`config.mk`:
```
export PLATFORM = sky130hd
export DESIGN_NAME = usb_txn_ctrl
export DESIGN_NICKNAME = d
export VERILOG_FILES = /design/src/rtl/usb_txn_ctrl.sv
export SDC_FILE = /design/constraint.sdc
export NUM_CORES = 1
export LEC_CHECK = 0
export ABC_AREA = 1
export CAP_MARGIN = 20
export CELL_PAD_IN_SITES_DETAIL_PLACEMENT = 0
export CELL_PAD_IN_SITES_GLOBAL_PLACEMENT = 2
export CORE_ASPECT_RATIO = 1.75
export CORE_UTILIZATION = 22
export CTS_BUF_LIST = sky130_fd_sc_hd__clkbuf_4 sky130_fd_sc_hd__clkbuf_8 sky130_fd_sc_hd__clkbuf_16
export DETAILED_ROUTE_END_ITERATION = 10
export PLACE_DENSITY_LB_ADDON = 0.15
export SLEW_MARGIN = 20
export SYNTH_ARGS = -nofsm -noshare
export SYNTH_HDL_FRONTEND = slang
export SYNTH_SLANG_ARGS = --single-unit
```
`constraint.sdc`:
```
create_clock -name clk -period 1.5 [get_ports clk]
set_input_delay 0.3 -clock clk [delete_from_list [all_inputs] [get_ports clk]]
set_output_delay 0.3 -clock clk [all_outputs]
set_load 0.02 [all_outputs]
```
`src/rtl/usb_txn_ctrl.sv`:
```
// Host-side USB transaction sequencer: runs one OUT or IN transaction per start,
// driving the packet encoder and reacting to decoder results with timeout/retry/STALL handling.
module usb_txn_ctrl #(
  parameter logic [7:0] TIMEOUT   = 8'd200,
  parameter logic [3:0] MAX_TRIES = 4'd8
) (
  input  logic        clk,
  input  logic        rst,
  input  logic        start,
  input  logic        is_in,
  input  logic [6:0]  addr,
  input  logic [3:0]  endp,
  input  logic [63:0] wr_data,
  output logic        busy,
  output logic        done,
  output logic [1:0]  status,
  output logic [3:0]  tries,
  output logic [63:0] rd_data,
  output logic        enc_start,
  output logic [1:0]  enc_kind,
  output logic [3:0]  enc_pid,
  output logic [63:0] enc_payload,
  input  logic        enc_ready,
  input  logic        enc_done,
  input  logic        dec_avail,
  input  logic        dec_valid,
  input  logic [3:0]  dec_pid,
  input  logic [63:0] dec_data
);

  localparam logic [3:0] PID_OUT   = 4'b0001;
  localparam logic [3:0] PID_IN    = 4'b1001;
  localparam logic [3:0] PID_DATA0 = 4'b0011;
  localparam logic [3:0] PID_ACK   = 4'b0010;
  localparam logic [3:0] PID_NAK   = 4'b1010;
  localparam logic [3:0] PID_STALL = 4'b1110;

  localparam logic [1:0] KIND_TOKEN = 2'd0;
  localparam logic [1:0] KIND_DATA  = 2'd1;
  localparam logic [1:0] KIND_HS    = 2'd2;

  localparam logic [1:0] ST_OK    = 2'd0;
  localparam logic [1:0] ST_FAIL  = 2'd1;
  localparam logic [1:0] ST_STALL = 2'd2;

  typedef enum logic [2:0] {
    S_IDLE, S_TOKEN, S_DATA, S_WAIT_HS, S_WAIT_DATA, S_SEND_HS, S_FIN
  } state_t;

  state_t      state_q, state_d;
  logic [7:0]  timer_q, timer_d;
  logic        is_in_q, is_in_d;
  logic [6:0]  addr_q, addr_d;
  logic [3:0]  endp_q, endp_d;
  logic [63:0] wr_data_q, wr_data_d;
  logic        busy_q, busy_d;
  logic        done_q, done_d;
  logic [1:0]  status_q, status_d;
  logic [3:0]  tries_q, tries_d;
  logic [63:0] rd_data_q, rd_data_d;
  logic        enc_start_q, enc_start_d;
  logic [1:0]  enc_kind_q, enc_kind_d;
  logic [3:0]  enc_pid_q, enc_pid_d;
  logic [63:0] enc_payload_q, enc_payload_d;
  logic        retry;
  logic        timed_out;

  function automatic logic [63:0] token_payload(input logic [6:0] a, input logic [3:0] e);
    return {53'd0, a, e};
  endfunction

  // A decoder event in the same cycle as the timer reaching TIMEOUT takes precedence.
  assign timed_out = (timer_q == TIMEOUT) && !dec_avail;

  always_comb begin
    state_d       = state_q;
    timer_d       = 8'd0;
    is_in_d       = is_in_q;
    addr_d        = addr_q;
    endp_d        = endp_q;
    wr_data_d     = wr_data_q;
    status_d      = status_q;
    tries_d       = tries_q;
    rd_data_d     = rd_data_q;
    enc_start_d   = enc_start_q;
    enc_kind_d    = enc_kind_q;
    enc_pid_d     = enc_pid_q;
    enc_payload_d = enc_payload_q;
    retry         = 1'b0;

    if (state_q == S_WAIT_HS || state_q == S_WAIT_DATA) timer_d = timer_q + 8'd1;
    if (enc_start_q && enc_ready) enc_start_d = 1'b0;

    case (state_q)
      S_IDLE: begin
        if (start) begin
          is_in_d       = is_in;
          addr_d        = addr;
          endp_d        = endp;
          wr_data_d     = wr_data;
          tries_d       = 4'd1;
          state_d       = S_TOKEN;
          enc_start_d   = 1'b1;
          enc_kind_d    = KIND_TOKEN;
          enc_pid_d     = is_in ? PID_IN : PID_OUT;
          enc_payload_d = token_payload(addr, endp);
        end
      end
      S_TOKEN: begin
        if (enc_done) begin
          if (is_in_q) begin
            state_d = S_WAIT_DATA;
          end else begin
            state_d       = S_DATA;
            enc_start_d   = 1'b1;
            enc_kind_d    = KIND_DATA;
            enc_pid_d     = PID_DATA0;
            enc_payload_d = wr_data_q;
          end
        end
      end
      S_DATA: begin
        if (enc_done) state_d = S_WAIT_HS;
      end
      S_WAIT_HS: begin
        if (dec_avail) begin
          if (dec_valid && dec_pid == PID_ACK) begin
            state_d  = S_FIN;
            status_d = ST_OK;
          end else if (dec_valid && dec_pid == PID_STALL) begin
            state_d  = S_FIN;
            status_d = ST_STALL;
          end else begin
            retry = 1'b1;
          end
        end else if (timed_out) begin
          retry = 1'b1;
        end
      end
      S_WAIT_DATA: begin
        if (dec_avail) begin
          if (!dec_valid || dec_pid == PID_DATA0) begin
            // Corrupt packets are NAKed; good DATA0 is ACKed.
            state_d       = S_SEND_HS;
            enc_start_d   = 1'b1;
            enc_kind_d    = KIND_HS;
            enc_pid_d     = dec_valid ? PID_ACK : PID_NAK;
            enc_payload_d = 64'd0;
            if (dec_valid) rd_data_d = dec_data;
          end else if (dec_pid == PID_STALL) begin
            state_d  = S_FIN;
            status_d = ST_STALL;
          end else begin
            retry = 1'b1;
          end
        end else if (timed_out) begin
          retry = 1'b1;
        end
      end
      S_SEND_HS: begin
        if (enc_done) begin
          if (enc_pid_q == PID_ACK) begin
            state_d  = S_FIN;
            status_d = ST_OK;
          end else begin
            retry = 1'b1;
          end
        end
      end
      S_FIN:   state_d = S_IDLE;
      default: state_d = S_IDLE;
    endcase

    if (retry) begin
      if (tries_q == MAX_TRIES) begin
        state_d  = S_FIN;
        status_d = ST_FAIL;
      end else begin
        tries_d       = tries_q + 4'd1;
        state_d       = S_TOKEN;
        enc_start_d   = 1'b1;
        enc_kind_d    = KIND_TOKEN;
        enc_pid_d     = is_in_q ? PID_IN : PID_OUT;
        enc_payload_d = token_payload(addr_q, endp_q);
      end
    end

    done_d = (state_d == S_FIN);
    busy_d = (state_d != S_IDLE);
  end

  always_ff @(posedge clk) begin
    if (rst) begin
      state_q       <= S_IDLE;
      timer_q       <= 8'd0;
      is_in_q       <= 1'b0;
      addr_q        <= 7'd0;
      endp_q        <= 4'd0;
      wr_data_q     <= 64'd0;
      busy_q        <= 1'b0;
      done_q        <= 1'b0;
      status_q      <= 2'd0;
      tries_q       <= 4'd0;
      rd_data_q     <= 64'd0;
      enc_start_q   <= 1'b0;
      enc_kind_q    <= 2'd0;
      enc_pid_q     <= 4'd0;
      enc_payload_q <= 64'd0;
    end else begin
      state_q       <= state_d;
      timer_q       <= timer_d;
      is_in_q       <= is_in_d;
      addr_q        <= addr_d;
      endp_q        <= endp_d;
      wr_data_q     <= wr_data_d;
      busy_q        <= busy_d;
      done_q        <= done_d;
      status_q      <= status_d;
      tries_q       <= tries_d;
      rd_data_q     <= rd_data_d;
      enc_start_q   <= enc_start_d;
      enc_kind_q    <= enc_kind_d;
      enc_pid_q     <= enc_pid_d;
      enc_payload_q <= enc_payload_d;
    end
  end

  assign busy        = busy_q;
  assign done        = done_q;
  assign status      = status_q;
  assign tries       = tries_q;
  assign rd_data     = rd_data_q;
  assign enc_start   = enc_start_q;
  assign enc_kind    = enc_kind_q;
  assign enc_pid     = enc_pid_q;
  assign enc_payload = enc_payload_q;

endmodule

```
**Word level (Yosys, flattened, before mapping)**

Index checks and enable logic that the tools add are counted.

- Register bits after elaboration: 230
- Bits in latches: 0
- Bits in writable memories: 0
- ROM bits: 0
- Bits of input ports: 151
- Output and inout bits: 143
- Word-level logic and storage cells: 119
- Memories: 0

- Add/subtract/negate cells: 2
- Multiply operators: 0
- Div/mod/pow operators: 0
- Order comparisons: 0
- Eq/ne operators: 12
- Shifts and indexed selects: 0
- Muxes and demuxes: 76
- Bitwise gates (word level): 1
- Reduce and logical (&&, ||, !) cells: 13

Operator list:

| operator | count |
|---|---|
| 2-to-1 mux 64 bit | 7 |
| case mux 64 bit (3 select lines) | 1 |
| 2-to-1 mux 4 bit | 14 |
| 2-to-1 mux 3 bit | 14 |
| 2-to-1 mux 2 bit | 17 |
| case mux 3 bit (6 select lines) | 1 |
| 2-to-1 mux 1 bit | 17 |
| == test 4 x 2 -> 1 bit, second input constant | 3 |
| case mux 2 bit (3 select lines) | 2 |
| case mux 4 bit (3 select lines) | 1 |
| == test 3 bit, second input constant | 3 |
| adder 8 x 1 -> 8 bit, second input constant | 1 |
| == test 4 bit, second input constant | 2 |
| == test 8 bit, second input constant | 1 |
| == test 3 x 2 -> 1 bit, second input constant | 2 |
| case mux 1 bit (3 select lines) | 2 |
| adder 4 x 1 -> 4 bit, second input constant | 1 |
| logical AND 1 bit | 4 |
| AND reduction 4 bit | 1 |
| == test 3 x 1 -> 1 bit, second input constant | 1 |
| logical NOT 3 bit | 1 |
| nonzero test 3 bit | 1 |
| logical NOT 1 bit | 2 |
| logical OR 1 bit | 2 |
| other kinds (3) | 3 |

**Longest topological paths before layout**

Gate-level depths: netlist of the first run.

- Depth after elaboration: 8
- Depth in mapped cells: 14
- Gate-level depth less buffers: 13

**Worst setup path after synthesis of the first run**

OpenSTA, ideal clock, no wires.

- Kind: reg2reg
- Start: register state_q[1]
- End: register enc_payload_q[36] (netlist: enc_payload[36])
- Setup time: 0.118 ns
- Data arrival time: 1.475 ns
- Data required time: 1.382 ns
- Slack: -0.093 ns
- Stages on the path, launching flop included: 14
- Path buffers: 2
- Period minus slack after synthesis: 1.593 ns
- Cell sequence: dfxtp_1 > inv_2 > nor2_2 > nand2_1 > inv_2 > o21ai_2 > nand2_2 > nand2_2 > nand2_4 > nand2_4 > nand2_2 > buf_6 > buf_6 > nor2_1

- Cells in the longest elaborated chain, start to end: 4
- Elaborated cells on any way between the ends: 9
- Classes of those cells: eq/ne: 4; mux: 4; reduce/logical: 1

RTL lines:

| element | line | RTL |
|---|---|---|
| start, declared | 50 | `state_t state_q, state_d;` |
| start signal, assigned | 210 | `state_q <= state_d;` |
| == test 3 bit (tied with other cells) | 94 | `case (state_q)` |
| case mux 64 bit (3 select lines) | 94 |  |
| 2-to-1 mux 64 bit | 175 | `if (tries_q == MAX_TRIES) begin` |
| 2-to-1 mux 64 bit * | 174 | `if (retry) begin` |
| end signal, assigned | 224 | `enc_payload_q <= enc_payload_d;` |
| end, declared | 64 | `logic [63:0] enc_payload_q, enc_payload_d;` |

Every way passes the cells marked *; elsewhere a longest branch is shown, timed or not.
A chain may end at the register's enable or synchronous reset.

**Final worst setup path of the first run**

- Start: register state_q[1]
- End: register enc_payload_q[20] (netlist: enc_payload[20])

Same word-level chain as after synthesis.

==> impl_summary.log, run 1 <==
[metrics] run status: finished with violations
[metrics] failing checks: negative setup slack
[metrics] number of enable flip-flop cells after synthesis: 0
[metrics] slew at the pin closest to its max-slew limit: 352 ps
[metrics] worst setup slack after layout: -259 ps
[metrics] first-pass GRT wire length: 52,100 um
[metrics] Power Density: 1190 mW/mm2
[metrics] average footprint of a synthesized cell: 7.86 um2
[metrics] DIE HEIGHT: 264 um
[metrics] worst path arrival time: 2170 ps
[metrics] average wire per standard cell: 18.2 um
[metrics] post-synthesis cell type count: 34
[metrics] synthesized cell area: 0.00860 mm2
[metrics] setup repair after global routing missed its margin: true
[metrics] number of cells on the worst reg-to-reg path: 11
[metrics] hold violation total from the final report: 0
[metrics] H-tree depth reported by CTS: 1
[metrics] overall power consumption: 0.0190 W
[metrics] standard cell core area: 0.0385 mm2
[metrics] post-CTS clock slew at the launch and capture registers of the worst setup and hold paths: 70 ps
[metrics] final-layout setup total negative slack: -32,610 ps
[metrics] clock tree from TritonCTS: built
[metrics] total clock buffers created by CTS: 25
[metrics] GRT Residual Overflow: 0
[metrics] drt first-iter violations: 220
[metrics] Clock Path Buffers: 3
[metrics] Clk network pwr share: 34.2%
[metrics] part of the total power dissipated in combinational logic: 29.1%
[metrics] switching share of power: 30.0%
[metrics] Clock Skews: 13.1 ps
[metrics] Synth async-reset ratio: 0%
[metrics] upper clock frequency limit: 569 MHz
[metrics] crit-path max FO: 6
[metrics] warnings from Yosys: 0
[metrics] number of antenna violations at the first check in global routing: 1
[metrics] CTS sink cnt: 230
[metrics] final setup violation count: 194
[metrics] max-slew headroom at the worst pin: 76.3%
[metrics] count of mapped cells out of synthesis: 1,095
[metrics] crit path to: enc_payload[20]
[metrics] startpoint class of the critical path: flop
[metrics] Std-Cell Rows: 95
[metrics] total of buffers placed on input and output ports: 293
[metrics] final weighted congestion in routability-driven placement: 0.730
[metrics] R2R Path Start: state_q[1]
[metrics] final max-slew violation count: 0
[metrics] required time of the worst setup path: 1910 ps
[metrics] net switching power: 0.00570 W
[metrics] Detail Placement HPWL: 22,800 um
[metrics] share of the yosys chip area belonging to registers: 53.5%
[metrics] net count after synthesis: 1,250
[metrics] share of the cycle needed by the critical path after routing: 117%
[metrics] pin count of the biggest net entering global routing: 50
[metrics] internal portion of total power: 0.0133 W
[metrics] # nets final: 1,677
[metrics] worst hold path class: in -> reg
[metrics] ANT nets after route: 0
[metrics] residual DRC count: 0
[metrics] total wirelength of the detailed-routed design: 36,800 um
[metrics] floorplan die width: 151 um
[metrics] worst skew pair latency: 530 ps
[metrics] DR pass1 iterations: 4
[metrics] reported leakage power: 6.34 nW
[metrics] total via count after detailed routing: 8,951
[metrics] Avg Vias per Cell: 4.42
[metrics] final critical path time including I/O delays and setup: 1760 ps
[metrics] nature of the critical path endpoint: flop
[metrics] launch point of the critical path: state_q[1]
[metrics] area growth from synthesis to final layout: 85.1%
[metrics] end of the worst register-to-register path: enc_payload[20]
[metrics] number of inserted filler cells in the final layout: 3,946
[metrics] worst reg2reg setup slack: -260 ps
[metrics] Top-Level Pins: 294
[metrics] Setup WS pre-CTS: -692 ps
[metrics] Reg power frac: 36.7%
[metrics] VDD IR-drop max: 0.695 mV
[metrics] share of cells above drive strength 1: 39.5%
[metrics] Post-CTS Hold Fix Bufs: 0
[metrics] vias in the first global route: 9,102
[metrics] library cell used as clock root buffer: clkbuf_16
[metrics] total routing resource utilization after global routing: 17.2%
[metrics] Max Cap Violations: 0
[metrics] initial standard-cell utilization of the core: 22.3%
[metrics] kind of critical path: reg -> reg
[metrics] most frequently used flop master after synthesis: dfxtp_1
[metrics] die area: 0.0399 mm2
[metrics] flip-flop and latch count after synthesis: 230
[flip-flops by register name (all words and copies together) (netlist names), 3 cells and up, named ones only]
signal	cells
tries	3
wr_data_q	64
enc_payload	64
rd_data	64
endp_q	4
addr_q	7
state_q	3
enc_pid	4
timer_q	8
[timing repair]
| item | 4_1_cts | 5_1_grt |
|---|---|---|
| cloned | 20 | 13 |
| setup buffers | 28 | 20 |
| setup endpoints to repair | 364 | 274 |
| resized for setup | 648 | 210 |
| pin swaps | 61 | 50 |
[how the worst min path moves through the flow]
stage,from,endpoint,slack [ps],depth (start not counted)
2_1_floorplan,timer_q[0],timer_q[0],410,1
3_3_place_gp,rd_data[38],rd_data[38],430,2
3_5_place_dp,rd_data[32],rd_data[32],430,2
4_1_cts,wr_data[31],wr_data_q[31],320,3
5_1_grt,wr_data[31],wr_data_q[31],350,3
6_report,wr_data[31],wr_data_q[31],350,3
[worst max-delay path, cell delays in order (launching register included)]
cell and delay (ps):
dfxtp_4 370, buf_6 120, nor3_4 230, nand2_2 140
nand2_4 110, nand2_4 60, nand2_4 100, nand2_8 70
nand2_8 130, buf_12 130, buf_12 140, nor2_4 30
[routing by layer]
layer	vias up	track usage, %	share of wire (%)
met1	4233	17.4	34
met3	42	3.81	6.6
met5	-	0	0
met2	243	33.9	57
li1	4433	-	-
met4	0	4.81	2.1
[through the flow]
stage,std cells,instance area [um2],hold slack (ps),util (%)
finish,2026,15900,352,41.3
global route,2026,15900,348,41.3
CTS,2003,15300,321,39.7
detailed placement,1911,12900,435,33.5
global placement,1911,12900,429,33.5
floorplan,1095,8670,407,-
[placed cells by master, fill, tap and decap left out, types with 8 or more instances in the layout]
cell / Yosys / routed
nor2_2: 4 / 40
o21ai_0: 130 / 70
a21oi_2: 0 / 57
nand2_2: 3 / 15
buf_2: 16 / 35
clkinv_2: 1 / 8
nor2_1: 222 / 170
dfxtp_1: 230 / 224
nand3_1: 27 / 19
buf_6: 5 / 27
a22oi_1: 53 / 42
clkdlybuf4s50_1: 0 / 150
o21ai_4: 0 / 9
clkbuf_2: 0 / 34
a22oi_2: 0 / 11
buf_12: 0 / 34
inv_2: 7 / 8
o21ai_2: 1 / 53
inv_1: 101 / 96
nor2_4: 0 / 16
a21oi_1: 101 / 41
buf_16: 0 / 17
buf_8: 0 / 9
clkdlybuf4s15_2: 0 / 66
o21ai_1: 18 / 17
clkbuf_16: 0 / 34
buf_4: 1 / 82
nand2_1: 102 / 85
[cells in the mapped netlist (4+ instances only)]
cell type / number / area (um2)
o21ai_0: 130 / 651
inv_2: 7 / 26.3
a21oi_1: 101 / 505
o21ai_1: 18 / 90.1
nand3_1: 27 / 135
clkbuf_1: 47 / 176
buf_2: 16 / 80.1
a22oi_1: 53 / 398
inv_1: 101 / 379
buf_6: 5 / 56.3
nor2_1: 222 / 833
dfxtp_1: 230 / 4600
nor2_2: 4 / 25.0
nand2_1: 102 / 383
ha_1: 4 / 50.1
[power groups by stage]
stage | Sequential, W | Combinational, W | Clock, W
global placement | 0.00708 | 0.00372 | 0
global route | 0.00703 | 0.00595 | 0.00699
floorplan | 0.00722 | 0.00158 | 0
finish | 0.00697 | 0.00553 | 0.00651
detailed placement | 0.00707 | 0.00372 | 0
CTS | 0.00695 | 0.00465 | 0.00676
[cell type report]
cell class / instances / area [um2] / area share, %
multi-input combinational: 687 / 4310 / 27.1
inverter: 109 / 430 / 2.70
sequential: 230 / 4620 / 29.0
clock buffer: 33 / 717 / 4.50
tap: 485 / 607 / 3.81
clock inverter: 12 / 140 / 0.880
timing repair buffer: 469 / 5100 / 32.0
antenna: 1 / 2.50 / 0.0157
[cells by family (layout without fill, tap and decap cells)]
kind of cell	after synthesis	count (layout)	synth area share, %
and+or+nand+nor	371	372	17.4
AOI/OAI and AO/OA	309	309	19.7
DFF	230	230	53.5
buffers and inverters	179	623	8.54
adders and majority gates	4	4	0.582
xor gates and xnor gates	2	2	0.204
other	0	1	0
Power figures use the tool's default switching activity.
==> run 2: changes to the inputs <==
--- a/config.mk
+++ b/config.mk
@@ -6,6 +6,7 @@
 export NUM_CORES = 1
 export LEC_CHECK = 0
 export ABC_AREA = 1
+export ABC_CLOCK_PERIOD_IN_PS = 1500
 export CAP_MARGIN = 20
 export CELL_PAD_IN_SITES_DETAIL_PLACEMENT = 0
 export CELL_PAD_IN_SITES_GLOBAL_PLACEMENT = 2
@@ -13,6 +14,7 @@
 export CORE_UTILIZATION = 22
 export CTS_BUF_LIST = sky130_fd_sc_hd__clkbuf_4 sky130_fd_sc_hd__clkbuf_8 sky130_fd_sc_hd__clkbuf_16
 export DETAILED_ROUTE_END_ITERATION = 10
+export HOLD_SLACK_MARGIN = 0.02
 export PLACE_DENSITY_LB_ADDON = 0.15
 export SLEW_MARGIN = 20
 export SYNTH_ARGS = -nofsm -noshare
==> results of run 2 <==
Final layout, timing and power as in run 1 (identical DEF).
